[src/rtl/musb_arb_pkg.sv]
// Shared constants for the two-master memory arbiter: FSM state encoding and port indices.
package musb_arb_pkg;

   localparam logic [1:0] IDLE     = 2'd0;
   localparam logic [1:0] GRANT_M0 = 2'd1;
   localparam logic [1:0] GRANT_M1 = 2'd2;
   localparam logic [1:0] RELEASE  = 2'd3;

   localparam logic PORT_M0 = 1'b0;
   localparam logic PORT_M1 = 1'b1;

endpackage

[src/rtl/musb_arb_select.sv]
// Combinational winner selection between the two masters.
// Tie policy: round-robin when MUSB_ARB_ROUND_ROBIN_EN is defined, otherwise m1 always wins.
module musb_arb_select
   import musb_arb_pkg::*;
(
   input  logic m0_enable,
   input  logic m1_enable,
   input  logic last_grant,
   output logic grant_valid,
   output logic grant_id
);

   // NOTE: every output gets a default first so no path through the block infers a latch.
   always_comb begin
      grant_valid = m0_enable | m1_enable;
      grant_id    = PORT_M0;
      if (m0_enable && m1_enable) begin
`ifdef MUSB_ARB_ROUND_ROBIN_EN
         grant_id = ~last_grant;
`else
         grant_id = PORT_M1;
`endif
      end else if (m1_enable) begin
         grant_id = PORT_M1;
      end
   end

`ifndef MUSB_ARB_ROUND_ROBIN_EN
   // Fixed priority ignores the grant history.
   logic unused_last_grant;
   assign unused_last_grant = last_grant;
`endif

endmodule

[src/rtl/musb_mem_arbiter.sv]
// Two-master, one-slave memory arbiter: holds one master on the shared port until the slave
// completes, acks that master only, inserts one RELEASE bubble, then re-arbitrates.
module musb_mem_arbiter
   import musb_arb_pkg::*;
#(
   parameter int ADDR_WIDTH = 32,
   parameter int DATA       = 32
) (
   input  logic                  clk,
   input  logic                  rst,
   input  logic [ADDR_WIDTH-1:0] m0_address,
   input  logic [DATA-1:0]       m0_data_i,
   input  logic                  m0_wr,
   input  logic [DATA/8-1:0]     m0_byte_sel,
   input  logic                  m0_enable,
   output logic                  m0_ready,
   output logic [DATA-1:0]       m0_data_o,
   input  logic [ADDR_WIDTH-1:0] m1_address,
   input  logic [DATA-1:0]       m1_data_i,
   input  logic                  m1_wr,
   input  logic [DATA/8-1:0]     m1_byte_sel,
   input  logic                  m1_enable,
   output logic                  m1_ready,
   output logic [DATA-1:0]       m1_data_o,
   output logic [ADDR_WIDTH-1:0] mem_address,
   output logic [DATA-1:0]       mem_data_o,
   output logic                  mem_wr,
   output logic [DATA/8-1:0]     mem_byte_sel,
   output logic                  mem_enable,
   input  logic                  mem_ready,
   input  logic [DATA-1:0]       mem_data_i
);

   logic [1:0] state_q, state_d;
   logic       last_grant_q, last_grant_d;
   logic       grant_valid;
   logic       grant_id;

   musb_arb_select u_select (
      .m0_enable   (m0_enable),
      .m1_enable   (m1_enable),
      .last_grant  (last_grant_q),
      .grant_valid (grant_valid),
      .grant_id    (grant_id)
   );

   // NOTE: state is updated with non-blocking assignments so every flop samples pre-edge values.
   always_ff @(posedge clk) begin
      if (rst) begin
         state_q      <= IDLE;
         last_grant_q <= PORT_M1;
      end else begin
         state_q      <= state_d;
         last_grant_q <= last_grant_d;
      end
   end

   // The grant is only decided in IDLE; a dropped enable aborts without an ack.
   always_comb begin
      state_d      = state_q;
      last_grant_d = last_grant_q;
      case (state_q)
         IDLE: begin
            if (grant_valid) begin
               state_d      = (grant_id == PORT_M1) ? GRANT_M1 : GRANT_M0;
               last_grant_d = grant_id;
            end
         end
         GRANT_M0: begin
            if (!m0_enable)     state_d = IDLE;
            else if (mem_ready) state_d = RELEASE;
         end
         GRANT_M1: begin
            if (!m1_enable)     state_d = IDLE;
            else if (mem_ready) state_d = RELEASE;
         end
         default: state_d = IDLE;
      endcase
   end

   // Request and response muxes; everything idles at zero outside a grant.
   always_comb begin
      mem_enable   = 1'b0;
      mem_address  = '0;
      mem_data_o   = '0;
      mem_wr       = 1'b0;
      mem_byte_sel = '0;
      m0_ready     = 1'b0;
      m1_ready     = 1'b0;
      m0_data_o    = '0;
      m1_data_o    = '0;
      case (state_q)
         GRANT_M0: begin
            mem_enable   = m0_enable;
            mem_address  = m0_address;
            mem_data_o   = m0_data_i;
            mem_wr       = m0_wr;
            mem_byte_sel = m0_byte_sel;
            m0_ready     = m0_enable & mem_ready;
            if (m0_ready) m0_data_o = mem_data_i;
         end
         GRANT_M1: begin
            mem_enable   = m1_enable;
            mem_address  = m1_address;
            mem_data_o   = m1_data_i;
            mem_wr       = m1_wr;
            mem_byte_sel = m1_byte_sel;
            m1_ready     = m1_enable & mem_ready;
            if (m1_ready) m1_data_o = mem_data_i;
         end
         default: ;
      endcase
   end

endmodule
[config.mk]
export PLATFORM = sky130hd
export DESIGN_NAME = musb_mem_arbiter
export DESIGN_NICKNAME = d
export VERILOG_FILES = /design/src/rtl/musb_arb_pkg.sv /design/src/rtl/musb_arb_select.sv /design/src/rtl/musb_mem_arbiter.sv
export SDC_FILE = /design/constraint.sdc
export NUM_CORES = 1
export LEC_CHECK = 0
export BUFFER_PORTS_ARGS = -buffer_cell sky130_fd_sc_hd__buf_2
export CORE_AREA = 4 4 118 120
export CTS_CLUSTER_DIAMETER = 100
export CTS_CLUSTER_SIZE = 20
export DETAILED_ROUTE_END_ITERATION = 16
export DIE_AREA = 0 0 122 124
export HOLD_SLACK_MARGIN = 0.15
export PLACE_DENSITY = 0.52
export SLEW_MARGIN = 5
export SYNTH_ARGS = -nofsm -noshare
export SYNTH_HDL_FRONTEND = slang
export SYNTH_SLANG_ARGS = --single-unit
[constraint.sdc]
create_clock -name clk -period 1.8 [get_ports clk]
set_input_delay 0.54 -clock clk [delete_from_list [all_inputs] [get_ports clk]]
set_output_delay 0.54 -clock clk [all_outputs]
set_load 0.05 [all_outputs]
==> metrics.yaml, run 1 <==
global_route:
  antenna_found_initial: 1
  grt_use_total: 0.1495
  grt_pass1_vias: 3488
  grt_first_pass_wirelength_mm: 18.01
  grt-ovfl-total: 0
  grt_max_degree: 33
pwr:
  p_per_area_nw_per_um2: 451.6
  leakage_nw: 2.529
  power_mw: 2.635
  irDropWorstVdd_mv: 0.2772
run_status:
  outcome: "finished with violations"
  violations: "negative setup slack"
synth:
  ys_seq_area_frac: 0.02292
  synth_top_area_share: 0.3052
  synth_area_leaders: "a22oi_1 31%, nor2b_1 25%, and2_1 23%, buf_2 4.3%, buf_6 3.9%"
  synth-seq-cells: 2
  synth_top_cell_by_area: "a22oi_1"
  yosysMostFrequentCell: "a22oi_1"
  syn_inst: 256
  synth_edf_count: 0
  synth_fp_nets: 436
  yosys_most_used_dff: "dfxtp_1"
  synthArstFlopShare: 0
  synth_warnings: 0
  syn_area_per_cell_um2: 6.823
  ys_types: 19
  synth_area_um2: 1747
  synthTopCellsByCount: "71 x a22oi_1, 70 x nor2b_1, 64 x and2_1, 15 x buf_2, 7 x clkbuf_1"
hold_path:
  min_path_type: "input port to flip-flop"
  hold_depth: 4
cts:
  clkSlewWorstSetupHoldPaths_ns: 0.03
  postCtsHoldBufs: 0
  cts_max_level: 1
  cts-root-buf: "clkbuf_16"
  cts_tree: "done"
  cts_sinks: 2
  clock_path_buffers: 2
  numCtsBuffers: 3
  clk_latency_ns: 0.22
floorplan:
  die_x_um: 122
  start_util: 0.1346
  core-area_um2: 12980
  fp-row-count: 42
  die_h_um: 124
  dieArea_um2: 15130
  num_io_pins: 311
setup_path:
  crit_path_end_kind: "output pin"
  path_buf_inv: 2
  crit_arrival_ns: 1.59
  worstPathMaxFanout: 8
  critical_path_class: "flip-flop to output pin"
  cpPeakStageDelay_ns: 0.36
  start_kind: "flip-flop"
  cp.required_ns: 1.26
  cp.depth: 5
  ff2ff_path_depth: 6
  crit_path_cell_trace: "inv_6 > ha_4 > and3_2 > and2_2 > buf_6"
  path_delay_family: "simple AND/OR/NAND/NOR gates"
  cp_slowest_cell: "dfxtp_4"
drt:
  drt-initial-drc-count: 60
  vias: 3296
  drt-total-wl_mm: 12.97
  drc: 0
  wl_per_cell_um: 17.39
  drt_pre_antenna_iters: 4
  postRouteAntennaNets: 0
  vias_per_cell: 4.418
sta:
  grt_setup_unrepaired: "true"
  period_needed_ns: 2.128
  hold_ws_ns: 0.6231
  report.final.slew_viol_count: 0
  period_share: 1.182
  setup_viol: 136
  tightest_slew_ns: 0.2845
  max_freq_mhz: 469.9
  relSlewSlack: 0.8104
  fin_skew_ns: 0.002017
  hold_viol_final: 0
  postLayoutSetupSlackWorst_ns: -0.3283
place:
  port_buffers: 310
  hpwl_mm: 8.726
  place_area_um2: 4318
  routabilityCongestion: 0.7428
cells_and_area:
  largest_register_ffs: 2
  area_growth_pct: 234.1
  drive_gt1_frac: 0.9578
  layout.nets: 751
  regMostFlops: "state_q"
  finalInstanceArea_um2: 5836
  reg_top3: "state_q (2)"
  final_core_util: 0.4496
job:
  max_cap_violations: 0
==> cell type report <==
type	count	area, µm²
multi-input cells	230	2601
flip-flops and latches	2	47.55
fillers	1170	7144
diodes	1	2.502
well taps	176	220.2
inverters	3	18.77
clock buffers	3	75.07
repair buffers	331	2870
==> cells by family after synthesis <==
logic type | count (synthesis) | synth area share
and+or+nand+nor | 140 | 0.5043
AOI/OAI and AO/OA | 77 | 0.3295
buffers and inverters | 32 | 0.1074
adders and majority gates | 5 | 0.03582
DFF | 2 | 0.02292
==> placed cells by master, fill, tap and decap left out, drive strengths merged, types with 2 or more instances in the layout <==
master / instances
a22oi: 71
and3: 10
buf: 330
and2: 64
clkbuf: 4
nor2b: 70
inv: 3
ha: 5
nand2b: 2
dfxtp: 2
o21ai: 2
==> layer usage <==
metal  global-route usage  routed length (µm)  vias up
met1               0.1434                4111     1546
met5                    0                   0        -
met2               0.3025                7229      195
met3              0.04678                1416       13
li1                     -                   -     1542
met4              0.04342                 215        0
==> worst register-to-register path: stages (launching register included) <==
cell     delay (ns)
dfxtp_4        0.37
inv_4          0.05
ha_4           0.22
buf_16         0.20
a22oi_2        0.23
buf_4          0.15
o32ai_1        0.06
==> report_power, final <==
part / switching [mW] / internal [mW]
Combinational: 1.17 / 1.07
Clock: 0.0464 / 0.282
Sequential: 0.0101 / 0.0508
==> through the flow <==
step / TNS [ns] / std cells / setup slack (ns)
after floorplan: -3.707 / 256 / -0.1470
after global placement: -25.75 / 730 / -0.2473
after detailed placement: -28.34 / 730 / -0.2552
after CTS: -39.24 / 741 / -0.3441
after global routing: -44.19 / 746 / -0.3773
final: -37.30 / 746 / -0.3283
==> path summary, 6_finish.rpt <==
kind         slack, ns       start           end
min reg2reg       0.68  state_q[1]    state_q[1]
max              -0.33  state_q[0]  m1_data_o[6]
max reg2reg       0.39  state_q[1]    state_q[0]
min               0.62         rst    state_q[0]
==> timing repair <==
action | in CTS | in global routing
setup buffers | 0 | 2
gates resized for setup | 315 | 83
gates cloned | 8 | 2
pin swaps | 30 | 6
setup endpoints to repair | 136 | 136
No activity file was read; power rests on OpenSTA's default activity.
==> run 2, diff against run 1 <==
Settings changed: CELL_PAD_IN_SITES_DETAIL_PLACEMENT set to 1, CELL_PAD_IN_SITES_GLOBAL_PLACEMENT set to 2, CORE_AREA 4 4 118 120 to unset, CORE_ASPECT_RATIO set to 0.7, CORE_MARGIN set to 4, CORE_UTILIZATION set to 10, DIE_AREA 0 0 122 124 to unset, PLACE_DENSITY 0.52 to 0.87.
==> run 2 against run 1 <==
The run still ends with negative setup slack left. Non-clock buffer count increased by 11. Critical path type unchanged. Clock skew hardly changed. Largest power group unchanged. Via count increased by 1.9%. Highest routed layer unchanged. Largest cell class unchanged. Maximum frequency down 2.6%. Register-to-register slack gained 0.02 ns.
==> metrics.yaml, run 2 (synthesis results as in run 1) <==
run_status:
  outcome: "finished with violations"
  violations: "negative setup slack"
floorplan:
  core-area_um2: 17170
  fp-row-count: 40
  num_io_pins: 311
  start_util: 0.1017
  dieArea_um2: 19680
  die_x_um: 166.0
  die_h_um: 118.6
cells_and_area:
  largest_register_ffs: 2
  layout.nets: 762
  fillers: 1955
  reg_top3: "state_q (2)"
  area_growth_pct: 243.0
  final_cell_mix: "174 x buf_2, 76 x buf_8, 69 x nor2b_4"
  final_cells: 811
  diodes: 0
  regMostFlops: "state_q"
  drive_gt1_frac: 0.9086
  finalInstanceArea_um2: 5991
  final_common_cell: "buf_2"
global_route:
  grt_max_degree: 36
  met2_usage: 0.2436
  use_met3: 0.04313
  antenna_found_initial: 0
  use_met1: 0.1406
  grt-ovfl-total: 0
  grt_use_total: 0.1269
  grt_busiest_layer: "met2"
  grt_pass1_vias: 3652
  grt_first_pass_wirelength_mm: 20.36
cts:
  postCtsHoldBufs: 0
  cts-root-buf: "clkbuf_16"
  cts_max_level: 1
  clkSlewWorstSetupHoldPaths_ns: 0.03
  clock_path_buffers: 2
  clk_latency_ns: 0.22
  numCtsBuffers: 3
  cts_tree: "done"
  cts_sinks: 2
setup_path:
  crit_arrival_ns: 1.65
  worstPathMaxFanout: 34
  critical_path_class: "flip-flop to output pin"
  cp.required_ns: 1.26
  crit_path_end_kind: "output pin"
  start_kind: "flip-flop"
sta:
  fin_skew_ns: 0.001843
  tightest_slew_ns: 0.3248
  hold_ws_ns: 0.6324
  report.final.slew_viol_count: 0
  period_share: 1.214
  period_needed_ns: 2.185
  max_freq_mhz: 457.6
  setup_viol: 136
  relSlewSlack: 0.7835
  hold_viol_final: 0
  final.setup.tns_ns: -39.38
  postLayoutSetupSlackWorst_ns: -0.3854
  grt_setup_unrepaired: "true"
place:
  routabilityCongestion: 0.8248
  dp_cells: 786
  place_area_um2: 4424
  hpwl_mm: 9.492
  port_buffers: 310
  dp_slack_ns: -0.2621
drt:
  drc: 0
  wl_per_cell_um: 18.50
  drt_pre_antenna_iters: 4
  vias: 3357
  drt-initial-drc-count: 82
  vias_per_cell: 4.139
  postRouteAntennaNets: 0
  drt-total-wl_mm: 15.00
pwr:
  p_per_area_nw_per_um2: 450.6
  leakage_nw: 2.610
  irDropWorstVdd_mv: 0.1909
hold_path:
  min_path_type: "input port to flip-flop"
job:
  max_cap_violations: 0
[run 2: per-stage QoR]
stage          total power, mW    util
2_1_floorplan            1.406       -
3_3_place_gp             1.923  0.2577
3_5_place_dp             1.937  0.2577
4_1_cts                  2.544  0.3257
5_1_grt                  2.837  0.3490
6_report                 2.700  0.3490
[run 2: per-layer routing]
metal / up-vias / part of all wire
li1: 1561 / -
met1: 1619 / 0.38
met2: 171 / 0.53
met3: 6 / 0.082
met4: 0 / 0.0057
met5: - / 0
[run 2: layout make-up]
class / instances / area [µm²] / share of cell area
inverter: 3 / 18.77 / 0.003133
multi-input combinational: 230 / 2480 / 0.4140
timing repair buffer: 342 / 3080 / 0.5142
tap: 231 / 289.0 / 0.04825
clock buffer: 3 / 75.07 / 0.01253
sequential: 2 / 47.55 / 0.007937
[run 2: critical path, cell delays in order, from the launching register on]
cell and delay, ns:
dfxtp_4 0.38, inv_6 0.05, ha_4 0.21, buf_12 0.18, a22oi_1 0.32, nor2b_4 0.06
buf_4 0.19
[run 2: path summary, 6_finish.rpt]
path / from / to / slack, ns / cells past startpoint
setup / recovery: state_q[0] / mem_address[7] / -0.39 / 6
hold / removal: rst / state_q[0] / 0.63 / 4
setup reg to reg: state_q[0] / state_q[0] / 0.41 / 7
hold reg to reg: state_q[0] / state_q[0] / 0.77 / 3
[run 2: report_power, final]
group | switching [mW] | internal [mW] | leakage [nW] | total [mW]
Clock | 0.0555 | 0.283 | 0.0370 | 0.339
Sequential | 0.0105 | 0.0508 | 0.0178 | 0.0613
Combinational | 1.19 | 1.11 | 2.55 | 2.30
[run 2: timing repair]
item                       in CTS  in global routing
gates cloned                    7                  4
setup endpoints to repair     136                136
buffers inserted                9                  2
pin swaps                      22                 13
resized for setup             310                101
hold endpoints to repair        0                  0
==> run 3, diff against run 2 <==
Settings changed: BUFFER_PORTS_ARGS -buffer_cell sky130_fd_sc_hd__buf_2 to unset, CORE_AREA set to 4 4 118 120, CORE_ASPECT_RATIO 0.7 to unset, CORE_MARGIN 4 to unset, CORE_UTILIZATION 10 to unset, DIE_AREA set to 0 0 122 124, DONT_BUFFER_PORTS set to 1, PLACE_DENSITY 0.87 to 0.55.
==> run 3 against run 2 <==
Via count fell by 26%. First-iteration DRC count down 28%. Sequential power decreased by 3%. Clock power barely moved. Largest power group unchanged. The flow still finishes with violations (negative setup slack). Wire length fell by 15%. Count of clock-buffer cells in the layout unchanged. Cell count decreased by 36%. Flip-flop and latch count did not move. Hold slack got worse by 0.20 ns. Largest cell class is now multi-input combinational cells. Highest routed layer unchanged. Register-to-register slack worse by 0.08 ns.
==> metrics.yaml, run 3 (synthesis results as in run 1) <==
run_status:
  outcome: "finished with violations"
  violations: "negative setup slack"
cts:
  clk_latency_ns: 0.22
  cts_tree: "done"
  clock_path_buffers: 2
  numCtsBuffers: 3
  cts-root-buf: "clkbuf_16"
  clkSlewWorstSetupHoldPaths_ns: 0.03
  cts_max_level: 1
  postCtsHoldBufs: 0
  cts_sinks: 2
job:
  max_cap_violations: 0
floorplan:
  core-area_um2: 12980
  dieArea_um2: 15130
  die_h_um: 124
  fp-row-count: 42
  num_io_pins: 311
  start_util: 0.1346
  die_x_um: 122
drt:
  vias: 2470
  drc: 0
  drt_pre_antenna_iters: 4
  vias_per_cell: 4.723
  postRouteAntennaNets: 0
  drt-total-wl_mm: 12.76
  drt-initial-drc-count: 59
  wl_per_cell_um: 24.40
global_route:
  grt_first_pass_wirelength_mm: 16.65
  grt_max_degree: 34
  antenna_found_initial: 0
  grt_use_total: 0.1466
  grt_pass1_vias: 2697
  grt-ovfl-total: 0
cells_and_area:
  final_cell_mix: "92 x buf_12, 69 x a22oi_2, 69 x nor2b_4"
  layout.nets: 529
  largest_register_ffs: 2
  area_growth_pct: 193.2
  diodes: 0
  final_core_util: 0.3945
  reg_top3: "state_q (2)"
  final_common_cell: "buf_12"
  regMostFlops: "state_q"
  drive_gt1_frac: 0.9568
setup_path:
  cp.required_ns: 1.26
  crit_start: "state_q[0]"
  rr_startpoint: "state_q[0]"
  cp_slowest_cell: "dfxtp_4"
  worstPathMaxFanout: 28
  crit_arrival_ns: 1.62
  critical_path_class: "flip-flop to output pin"
  crit_path_cell_trace: "buf_4 > ha_4 > buf_16 > a22oi_1 > nor2b_2 > buf_12"
  cpPeakStageDelay_ns: 0.37
  path_buf_inv: 3
  path_delay_family: "buffers and inverters"
  crit_path_end_kind: "output pin"
  start_kind: "flip-flop"
place:
  hpwl_mm: 9.303
  routabilityCongestion: 0.6359
  dp_slack_ns: -0.2532
  port_buffers: 0
sta:
  max_freq_mhz: 462.8
  report.final.slew_viol_count: 0
  fin_skew_ns: 0.001603
  hold_viol_final: 0
  tightest_slew_ns: 0.2512
  period_needed_ns: 2.161
  relSlewSlack: 0.8325
  postLayoutSetupSlackWorst_ns: -0.3609
  grt_setup_unrepaired: "true"
  period_share: 1.201
  setup_viol: 136
hold_path:
  hold_start: "m1_enable"
  min_path_type: "input port to flip-flop"
pwr:
  intPower_mw: 1.491
  switching_share: 0.4457
  clkPwrFrac: 0.127
  leakage_nw: 1.717
  combPwrFrac: 0.851
  netSwitchingPower_mw: 1.199
  p_per_area_nw_per_um2: 525.3
  irDropWorstVdd_mv: 0.2235
  pwr-share-seq: 0.022
-- run 3: cell types whose count changed in the layout (fill, tap and decap cells not counted), sizes merged --
cell	previous run	this run
buf	339	111
and3	10	5
-- run 3: through the flow --
step / instance area [µm²] / power (mW) / hold WS (ns) / TNS (ns) / instances
global placement: 4268 / 2.018 / 0.5945 / -10.97 / 496
finish: 5121 / 2.690 / 0.4340 / -41.79 / 523
CTS: 5039 / 2.671 / 0.4265 / -42.53 / 519
floorplan: 2532 / 1.406 / 0.5642 / -3.707 / 256
detailed placement: 4268 / 2.042 / 0.6092 / -19.34 / 496
global route: 5121 / 2.798 / 0.4519 / -48.38 / 523
-- run 3: worst register-to-register path: stages (launching register included) --
cell and delay, ns:
dfxtp_4 0.37, inv_6 0.05, buf_4 0.12, buf_4 0.12, ha_1 0.24, a22oi_2 0.25
buf_4 0.15, o32ai_1 0.06
-- run 3: area by class of cell --
class | count | area [µm²]
Fill cell | 1365 | 7859
Timing Repair Buffer | 114 | 2150
Sequential cell | 2 | 45.04
Multi-Input combinational cell | 225 | 2615
Clock buffer | 3 | 75.07
Tap cell | 176 | 220.2
Inverter | 3 | 16.27
-- run 3: per-layer routing --
metal,up-vias,part of all wire,global-route usage,wire length [µm]
li1,1089,-,-,-
met1,1188,0.32,0.1461,4089
met2,186,0.56,0.2932,7124
met3,7,0.12,0.05813,1486
met4,0,0.0047,0.01681,60
met5,-,0,0,0
-- run 3: path summary, 6_finish.rpt --
path                          to  slack, ns  cells after the start
setup / recovery  mem_address[0]      -0.36                      6
hold / removal        state_q[0]       0.43                      1
setup reg to reg      state_q[0]       0.33                      7
hold reg to reg       state_q[0]       0.75                      3
-- run 3: power by group through the flow --
stage               clock network [mW]  registers (mW)  logic, mW
floorplan                            0          0.0572       1.35
detailed placement                   0          0.0584       1.98
finish                           0.341          0.0596       2.29
CTS                              0.346          0.0590       2.27
global placement                     0          0.0577       1.96
global route                     0.353          0.0604       2.38
-- run 3: repair_timing --
item / in CTS / in global routing
gates cloned: 6 / 4
buffers inserted: 14 / 1
resized for setup: 107 / 8
pin swaps: 26 / 28
endpoints found under the setup margin: 136 / 136
